--- config.mk ---
export PLATFORM = sky130hd
export DESIGN_NAME = rbm_iteration_sequencer_flat
export DESIGN_NICKNAME = d
export VERILOG_FILES = /design/src/rtl/rbm_ctrl_pkg.sv /design/src/rtl/rbm_iteration_sequencer_if.sv /design/src/rtl/rbm_sat_accumulator.sv /design/src/rtl/rbm_iteration_sequencer.sv /design/src/flat_wrapper.sv
export SDC_FILE = /design/constraint.sdc
export NUM_CORES = 1
export LEC_CHECK = 0
export CAP_MARGIN = 20
export CELL_PAD_IN_SITES_DETAIL_PLACEMENT = 0
export CELL_PAD_IN_SITES_GLOBAL_PLACEMENT = 2
export CORE_ASPECT_RATIO = 1.25
export CORE_MARGIN = 8
export CORE_UTILIZATION = 35
export CTS_BUF_LIST = sky130_fd_sc_hd__clkbuf_4
export DETAILED_ROUTE_END_ITERATION = 7
export PLACE_DENSITY = 0.88
export SLEW_MARGIN = 20
export SYNTH_ARGS = -nofsm -noshare
export SYNTH_HDL_FRONTEND = slang
export SYNTH_SLANG_ARGS = --single-unit
export TNS_END_PERCENT = 1
--- constraint.sdc ---
create_clock -name clock -period 4.1 [get_ports clock]
set_input_delay 0.615 -clock clock [delete_from_list [all_inputs] [get_ports clock]]
set_output_delay 0.615 -clock clock [all_outputs]
set_load 0.02 [all_outputs]
--- src/rtl/rbm_ctrl_pkg.sv ---
// Shared definitions for the RBM iteration sequencer: state encodings,
// saturation limits and the saturating adder used by every accumulator lane.
// Latency: n/a (types and pure functions only). Backpressure: n/a.
package rbm_ctrl_pkg;

  // 2-bit state encodings
  localparam logic [1:0] ENC_IDLE  = 2'd0;
  localparam logic [1:0] ENC_CLEAR = 2'd1;
  localparam logic [1:0] ENC_RUN   = 2'd2;
  localparam logic [1:0] ENC_DONE  = 2'd3;

  typedef enum logic [1:0] {
    ST_IDLE  = ENC_IDLE,
    ST_CLEAR = ENC_CLEAR,
    ST_RUN   = ENC_RUN,
    ST_DONE  = ENC_DONE
  } state_t;

  // Limits for the default 12-bit datapath; the clamp is symmetric so the
  // most-negative two's complement code never appears.
  localparam int DEF_BITLENGTH = 12;
  localparam int SAT_MAX = (1 << (DEF_BITLENGTH - 1)) - 1;
  localparam int SAT_MIN = -SAT_MAX;

  // Full-precision add of two sign-extended operands, clamped to
  // +/-(2^(bl-1)-1). Operands must already fit in bl bits (bl <= 31).
  function automatic logic signed [31:0] sat_add(input logic signed [31:0] a,
                                                 input logic signed [31:0] b,
                                                 input int bl);
    logic signed [32:0] s;
    logic signed [32:0] hi;
    logic signed [32:0] lo;
    s  = {a[31], a} + {b[31], b};
    hi = (33'sd1 <<< (bl - 1)) - 33'sd1;
    lo = -hi;
    if (s > hi) begin
      return 32'(hi);
    end else if (s < lo) begin
      return 32'(lo);
    end
    return 32'(s);
  endfunction

endpackage

--- src/rtl/rbm_iteration_sequencer_if.sv ---
// Handshake bundle between the sequencer, its sample source, the layer chain
// and the result consumer. Latency: n/a (wires only). Backpressure: carried by
// in_valid/in_ready and out_valid/out_ready.
// master = sequencer side; slave = sample source / layer chain / consumer side.
interface rbm_iteration_sequencer_if #(
  parameter int BITLENGTH  = 12,
  parameter int OUTPUT_DIM = 2,
  parameter int ITER_W     = 16,
  parameter int CLS_W      = $clog2(OUTPUT_DIM)
);
  logic                             in_valid;
  logic                             in_ready;
  logic [ITER_W-1:0]                iter_cfg;
  logic                             layer_clear;
  logic                             layer_start;
  logic                             layer_done;
  logic [OUTPUT_DIM*BITLENGTH-1:0]  layer_out;
  logic                             out_valid;
  logic                             out_ready;
  logic [OUTPUT_DIM*BITLENGTH-1:0]  vote_sum;
  logic [CLS_W-1:0]                 class_idx;
  logic [ITER_W-1:0]                iter_count;
  logic                             timeout_err;
  logic                             busy;

  modport master (
    input  in_valid, iter_cfg, layer_done, layer_out, out_ready,
    output in_ready, layer_clear, layer_start, out_valid, vote_sum,
           class_idx, iter_count, timeout_err, busy
  );

  modport slave (
    output in_valid, iter_cfg, layer_done, layer_out, out_ready,
    input  in_ready, layer_clear, layer_start, out_valid, vote_sum,
           class_idx, iter_count, timeout_err, busy
  );
endinterface

--- src/rtl/rbm_sat_accumulator.sv ---
// One signed accumulator lane with synchronous clear, enable and symmetric saturation.
// Latency: 1 cycle from en/add_in to acc. Backpressure: none, en qualifies each add.
// Ports: clock, reset (async high), clear, en, add_in (signed), acc (signed).
module rbm_sat_accumulator
  import rbm_ctrl_pkg::*;
#(
  parameter int BITLENGTH = 12
) (
  input  logic                        clock,
  input  logic                        reset,
  input  logic                        clear,
  input  logic                        en,
  input  logic signed [BITLENGTH-1:0] add_in,
  output logic signed [BITLENGTH-1:0] acc
);

  always_ff @(posedge clock or posedge reset) begin
    if (reset) begin
      acc <= '0;
    end else if (clear) begin
      acc <= '0;
    end else if (en) begin
      acc <= BITLENGTH'(sat_add(32'(acc), 32'(add_in), BITLENGTH));
    end
  end

endmodule

--- src/rtl/rbm_iteration_sequencer.sv ---
// Runs the RBM layer chain for N Gibbs iterations per sample and sums class outputs.
// Latency: out_valid in cycle 1+N*(1+L) after accept (L = RUN cycles per iteration).
// Backpressure: holds DONE with stable results until out_ready; in_ready only in IDLE.
// Ports: clock, reset (async high), bus (master modport: sample handshake,
// layer chain control/results, result handshake with vote_sum/class_idx).
module rbm_iteration_sequencer
  import rbm_ctrl_pkg::*;
#(
  parameter int BITLENGTH      = 12,
  parameter int OUTPUT_DIM     = 2,
  parameter int ITERATION_NUM  = 100,
  parameter int ITER_W         = 16,
  parameter int TIMEOUT_CYCLES = 1024,
  parameter int CLS_W          = $clog2(OUTPUT_DIM)
) (
  input  logic clock,
  input  logic reset,
  rbm_iteration_sequencer_if.master bus
);

  // Sized so TIMEOUT_CYCLES-1 always fits, even for tiny timeouts.
  localparam int WD_W = $clog2(TIMEOUT_CYCLES + 1);

  state_t              state;
  logic [ITER_W-1:0]   target;
  logic [ITER_W-1:0]   iter_cnt;
  logic [WD_W-1:0]     wd;
  logic                tmo;

  logic                accept;
  logic                acc_en;
  logic signed [BITLENGTH-1:0] acc_q [OUTPUT_DIM];

  assign accept = (state == ST_IDLE) && bus.in_valid;
  // Only a done pulse seen in RUN contributes to the sums.
  assign acc_en = (state == ST_RUN) && bus.layer_done;

  always_ff @(posedge clock or posedge reset) begin
    if (reset) begin
      state    <= ST_IDLE;
      target   <= '0;
      iter_cnt <= '0;
      wd       <= '0;
      tmo      <= 1'b0;
    end else begin
      case (state)
        ST_IDLE: begin
          if (bus.in_valid) begin
            target   <= (bus.iter_cfg == '0) ? ITER_W'(ITERATION_NUM) : bus.iter_cfg;
            iter_cnt <= '0;
            tmo      <= 1'b0;
            state    <= ST_CLEAR;
          end
        end
        ST_CLEAR: begin
          wd    <= '0;
          state <= ST_RUN;
        end
        ST_RUN: begin
          // A done pulse takes priority over the watchdog firing in the same cycle.
          if (bus.layer_done) begin
            iter_cnt <= iter_cnt + ITER_W'(1);
            if ((iter_cnt + ITER_W'(1)) == target) begin
              state <= ST_DONE;
            end else begin
              state <= ST_CLEAR;
            end
          end else if (wd == WD_W'(TIMEOUT_CYCLES - 1)) begin
            tmo   <= 1'b1;
            state <= ST_DONE;
          end else begin
            wd <= wd + WD_W'(1);
          end
        end
        ST_DONE: begin
          if (bus.out_ready) begin
            state <= ST_IDLE;
          end
        end
        default: state <= ST_IDLE;
      endcase
    end
  end

  for (genvar i = 0; i < OUTPUT_DIM; i++) begin : g_acc
    rbm_sat_accumulator #(.BITLENGTH(BITLENGTH)) u_acc (
      .clock  (clock),
      .reset  (reset),
      .clear  (accept),
      .en     (acc_en),
      .add_in (bus.layer_out[i*BITLENGTH +: BITLENGTH]),
      .acc    (acc_q[i])
    );
    assign bus.vote_sum[i*BITLENGTH +: BITLENGTH] = acc_q[i];
  end

  // Strictly-greater scan: on ties the lowest index is kept.
  always_comb begin
    logic signed [BITLENGTH-1:0] best_v;
    bus.class_idx = '0;
    best_v        = acc_q[0];
    for (int i = 1; i < OUTPUT_DIM; i++) begin
      if (acc_q[i] > best_v) begin
        best_v        = acc_q[i];
        bus.class_idx = CLS_W'(i);
      end
    end
  end

  assign bus.in_ready    = (state == ST_IDLE) && !reset;
  assign bus.layer_clear = (state == ST_CLEAR);
  assign bus.layer_start = (state == ST_RUN);
  assign bus.out_valid   = (state == ST_DONE);
  assign bus.busy        = (state != ST_IDLE);
  assign bus.iter_count  = iter_cnt;
  assign bus.timeout_err = tmo;

endmodule
--- src/flat_wrapper.sv ---
// flat-port wrapper written by rule: the top's interface ports become plain ports
module rbm_iteration_sequencer_flat import rbm_ctrl_pkg::*;
#(
  parameter int BITLENGTH      = 12,
  parameter int OUTPUT_DIM     = 2,
  parameter int ITERATION_NUM  = 100,
  parameter int ITER_W         = 16,
  parameter int TIMEOUT_CYCLES = 1024,
  parameter int CLS_W          = $clog2(OUTPUT_DIM)
)
  (clock, reset, bus_in_valid, bus_iter_cfg, bus_layer_done, bus_layer_out, bus_out_ready, bus_in_ready, bus_layer_clear, bus_layer_start, bus_out_valid, bus_vote_sum, bus_class_idx, bus_iter_count, bus_timeout_err, bus_busy);
  rbm_iteration_sequencer_if #(.BITLENGTH(BITLENGTH), .OUTPUT_DIM(OUTPUT_DIM), .ITER_W(ITER_W), .CLS_W(CLS_W)) bus_i ();
  input  logic clock;
  input  logic reset;
  input wire logic [$bits(bus_i.in_valid)-1:0] bus_in_valid;
  input wire logic [$bits(bus_i.iter_cfg)-1:0] bus_iter_cfg;
  input wire logic [$bits(bus_i.layer_done)-1:0] bus_layer_done;
  input wire logic [$bits(bus_i.layer_out)-1:0] bus_layer_out;
  input wire logic [$bits(bus_i.out_ready)-1:0] bus_out_ready;
  output wire logic [$bits(bus_i.in_ready)-1:0] bus_in_ready;
  output wire logic [$bits(bus_i.layer_clear)-1:0] bus_layer_clear;
  output wire logic [$bits(bus_i.layer_start)-1:0] bus_layer_start;
  output wire logic [$bits(bus_i.out_valid)-1:0] bus_out_valid;
  output wire logic [$bits(bus_i.vote_sum)-1:0] bus_vote_sum;
  output wire logic [$bits(bus_i.class_idx)-1:0] bus_class_idx;
  output wire logic [$bits(bus_i.iter_count)-1:0] bus_iter_count;
  output wire logic [$bits(bus_i.timeout_err)-1:0] bus_timeout_err;
  output wire logic [$bits(bus_i.busy)-1:0] bus_busy;
  assign bus_i.in_valid = bus_in_valid;
  assign bus_i.iter_cfg = bus_iter_cfg;
  assign bus_i.layer_done = bus_layer_done;
  assign bus_i.layer_out = bus_layer_out;
  assign bus_i.out_ready = bus_out_ready;
  assign bus_in_ready = bus_i.in_ready;
  assign bus_layer_clear = bus_i.layer_clear;
  assign bus_layer_start = bus_i.layer_start;
  assign bus_out_valid = bus_i.out_valid;
  assign bus_vote_sum = bus_i.vote_sum;
  assign bus_class_idx = bus_i.class_idx;
  assign bus_iter_count = bus_i.iter_count;
  assign bus_timeout_err = bus_i.timeout_err;
  assign bus_busy = bus_i.busy;
  rbm_iteration_sequencer #(.BITLENGTH(BITLENGTH), .OUTPUT_DIM(OUTPUT_DIM), .ITERATION_NUM(ITERATION_NUM), .ITER_W(ITER_W), .TIMEOUT_CYCLES(TIMEOUT_CYCLES), .CLS_W(CLS_W)) u_core (.clock(clock), .reset(reset), .bus(bus_i));
endmodule
==> results of run 1 <==
flip-flops by register name (all words and copies together) (netlist names):
name,cells
u_core.target,16
u_core.bus.timeout_err,1
u_core.g_acc.u_acc.acc,24
u_core.wd,11
u_core.bus.iter_count,16
u_core.state,2
layout by cell type (no fill, tap or decap), types with 4 or more instances in the layout:
master,instances
sky130_fd_sc_hd__a21boi_0,4
sky130_fd_sc_hd__a22o_1,4
sky130_fd_sc_hd__a31o_2,4
sky130_fd_sc_hd__and3_1,8
sky130_fd_sc_hd__clkbuf_4,9
sky130_fd_sc_hd__maj3_1,5
sky130_fd_sc_hd__buf_4,6
sky130_fd_sc_hd__and2_1,4
sky130_fd_sc_hd__o21ai_0,51
sky130_fd_sc_hd__xor2_1,12
sky130_fd_sc_hd__ha_1,43
sky130_fd_sc_hd__dfrtp_1,70
sky130_fd_sc_hd__nand2_1,86
sky130_fd_sc_hd__nor2_1,42
sky130_fd_sc_hd__nor2b_1,6
sky130_fd_sc_hd__a21o_1,6
sky130_fd_sc_hd__or3_1,6
sky130_fd_sc_hd__clkdlybuf4s50_1,91
sky130_fd_sc_hd__nor3_1,11
sky130_fd_sc_hd__nor4_1,11
sky130_fd_sc_hd__inv_1,30
sky130_fd_sc_hd__nand2b_1,4
sky130_fd_sc_hd__o31ai_1,5
sky130_fd_sc_hd__o21bai_1,5
sky130_fd_sc_hd__o311ai_0,6
sky130_fd_sc_hd__nand3_1,24
sky130_fd_sc_hd__a211oi_1,7
sky130_fd_sc_hd__xnor2_1,27
sky130_fd_sc_hd__a31oi_1,9
sky130_fd_sc_hd__nand4_1,12
sky130_fd_sc_hd__a21oi_1,39
sky130_fd_sc_hd__o21a_1,5
sky130_fd_sc_hd__o211ai_1,12
cell type report:
cell class,instances,area share
multi-input cells,505,0.514
flip-flops and latches,70,0.268
repair buffers,97,0.146
well taps,182,0.0349
inverters,31,0.0178
clock buffers,9,0.0103
clock inverters,6,0.00824
diodes,1,0.000383
critical path, cell delays in order (launching register included):
cell	delay [ns]
sky130_fd_sc_hd__dfrtp_1	0.48
sky130_fd_sc_hd__inv_1	0.07
sky130_fd_sc_hd__ha_1	0.31
sky130_fd_sc_hd__nor2b_1	0.13
sky130_fd_sc_hd__o21a_1	0.16
sky130_fd_sc_hd__o21a_1	0.16
sky130_fd_sc_hd__o211ai_1	0.15
sky130_fd_sc_hd__a21boi_0	0.12
sky130_fd_sc_hd__o31ai_1	0.20
sky130_fd_sc_hd__a21oi_1	0.13
sky130_fd_sc_hd__clkdlybuf4s50_1	0.56
logic make-up (layout without fill, tap and decap cells):
kind of cell | after synthesis | after routing | share of synthesized area
buffers and inverters | 55 | 143 | 0.0415
adders and majority gates | 51 | 51 | 0.120
xor gates and xnor gates | 40 | 40 | 0.0671
and+or+nand+nor | 232 | 232 | 0.217
muxes | 1 | 1 | 0.00258
DFF | 70 | 70 | 0.329
other | 0 | 1 | 0
AOI/OAI and AO/OA | 181 | 181 | 0.223
worst max path at each step:
| stage | start | to | slack [ns] | cells past startpoint |
|---|---|---|---|---|
| 5_1_grt | u_core.g_acc[0].u_acc.acc[1] | bus_class_idx | 0.35 | 10 |
| 3_3_place_gp | bus_layer_out[0] | u_core.g_acc[0].u_acc.acc[10] | 0.84 | 10 |
| 3_5_place_dp | bus_layer_out[12] | u_core.g_acc[1].u_acc.acc[0] | 0.78 | 9 |
| 4_1_cts | u_core.g_acc[0].u_acc.acc[1] | bus_class_idx | 0.54 | 10 |
| 6_report | u_core.g_acc[0].u_acc.acc[1] | bus_class_idx | 0.59 | 10 |
| 2_1_floorplan | bus_layer_out[0] | u_core.g_acc[0].u_acc.acc[5] | 1.32 | 9 |
metrics by stage:
stage,area [µm²],instances
after floorplan,5330,630
after global placement,6400,884
after detailed placement,6410,885
after CTS,6530,900
after global routing,6530,901
final,6530,901
power by group:
part           switching [mW]  internal (mW)  total (mW)
combinational            1.53           1.14        2.67
sequential              0.264          0.883        1.15
clock                   0.256          0.176       0.432
per-layer routing:
metal	vias up	global-route usage	part of all wire
met4	0	0.0540	0.019
met3	20	0.0315	0.043
met5	-	0	0
li1	2465	-	-
met2	111	0.271	0.49
met1	2402	0.194	0.45
==> results_dict.tcl, run 1 <==
set metrics [dict create \
    leakagePower_nw 2.73 \
    dieArea_um2 19500 \
    period_needed_ns 3.51 \
    worst-slew-pin-transition_ns 0.931 \
    dpl_hpwl_um 12000 \
    grt_usage 0.159 \
    ys_ff_latch 70 \
    final_util 0.437 \
    detail_route.vias_per_cell 5.55 \
    synth_seq_area_share 0.329 \
    std_cell_rows 50 \
    clock_skew_ns 0.0216 \
    setup_viol 0 \
    syn_inst 630 \
    dieWidth_um 126 \
    gp_congestion 0.909 \
    route.vias.total 4998 \
    slew-limit-headroom 0.377 \
    cts-buffers-inserted 9 \
    ys_dominant_reg_cell "sky130_fd_sc_hd__dfrtp_1" \
    setup.worst_path.start_class "flop" \
    synth.most_common_cell "sky130_fd_sc_hd__nand2_1" \
    route.final.wire_length_um 15400 \
    smallest_setup_slack_after_layout_ns 0.589 \
    core_um2 15000 \
    cts_hold_buf 0 \
    congestion_overflow_gr 0 \
    filler_cell_count 1468 \
    cts_tree "yes" \
    number_of_buffers_between_clock_root_and_the_deepest_sink 2 \
    final_layout_size_suffix_gt1_frac 0.0543 \
    net_count_of_the_finished_layout 804 \
    critical_path_peak_fanout 5 \
    antenna_found_initial 1 \
    critical_path_arrival_ns 2.90 \
    worstReg2RegEnd "u_core.state[1]" \
    design_power_total_mw 4.25 \
    cts_max_level 3 \
    cts_post_setup_buffers_inserted 0 \
    share_of_yosys_cell_area_claimed_by_the_top_area_cell_type 0.329 \
    postRouteAntennaNets 0 \
    achievable-frequency_ghz 0.285 \
    gates_resized_cts_repair 0 \
    slew_viol_final 0 \
    wl_per_cell_um 17.1 \
    synth_area_um2 5330 \
    worstSkewPairLatency_ns 0.44 \
    timing.hold.worst_endpoint "u_core.target[3]" \
    synth_cell_type_count 72 \
    critPathKind "reg2out" \
    aggregate_negative_setup_slack_ns 0 \
    edff_count_synth 0 \
    cp_data_required_time_ns 3.48 \
    postSynth.asyncResetShare 1.00 \
    synthesis.nets 720 \
    multi_input_comb_area_um2 3360 \
    numClockSinks 70 \
    place_ws_ns 0.780 \
    period_share 0.856 \
    hold_path_depth 2 \
    via_count_of_the_first_global_routing_pass 4915 \
    critical_path.reg2reg.startpoint "u_core.bus.iter_count[0]" \
    regArea_um2 1750 \
    clk_pin_slew_worst_paths_ns 0.11 \
    firstDrtPassIters 5 \
    clockRootBuffer "sky130_fd_sc_hd__clkbuf_4" \
    worstHoldPathType "reg2reg" \
    run_status "completed" \
    drt_iter0_markers 306 \
    maximum_number_of_pins_on_one_net_before_global_route_repair 46 \
    io_pins 92 \
    synth_largest_area_cell "sky130_fd_sc_hd__dfrtp_1" \
    placement.io_buffers 91 \
    worst_hold_path_startpoint "u_core.target[3]" \
    worst_r2r_path_depth 8 \
    warning_count_from_the_yosys_run 0 \
    post_synth.cell_area_avg_um2 8.46 \
    grt_first_pass_wirelength_um 25400 \
    pwr_density_cell_nw_per_um2 650 \
    die-height_um 154 \
    max-vdd-ir-drop_v 0.000304 \
    report.final.hold_viol_count 0 \
    area_delta_synth_final_pct 22.6 \
    rsz0062_at_grt "no" \
    initial_core_util 0.356 \
    hold-worst-slack_ns 0.510 \
    cell_types_with_the_highest_counts_after_synthesis "86 x sky130_fd_sc_hd__nand2_1, 70 x sky130_fd_sc_hd__dfrtp_1, 51 x sky130_fd_sc_hd__o21ai_0" \
    cap_violations 0 \
    endpoint_kind "primary output" \
    yosys-top-cells-area "sky130_fd_sc_hd__dfrtp_1 33%, sky130_fd_sc_hd__ha_1 10%, sky130_fd_sc_hd__nand2_1 6.1%" \
    drt_drc_violations_left 0 \
    reg2reg_setup_slack_ns 1.33 \
]
No activity file was read; power rests on OpenSTA's default activity.
==> inputs of run 2 (changes only) <==
Settings changed: SKIP_LAST_GASP from default to 1.
==> results of run 2 <==
Final layout, timing and power as in run 1 (identical DEF).
==> inputs of run 3 (changes only) <==
Settings changed: SLEW_MARGIN 20 to default.
==> results of run 3 <==
Final layout, timing and power as in run 1 (identical DEF).
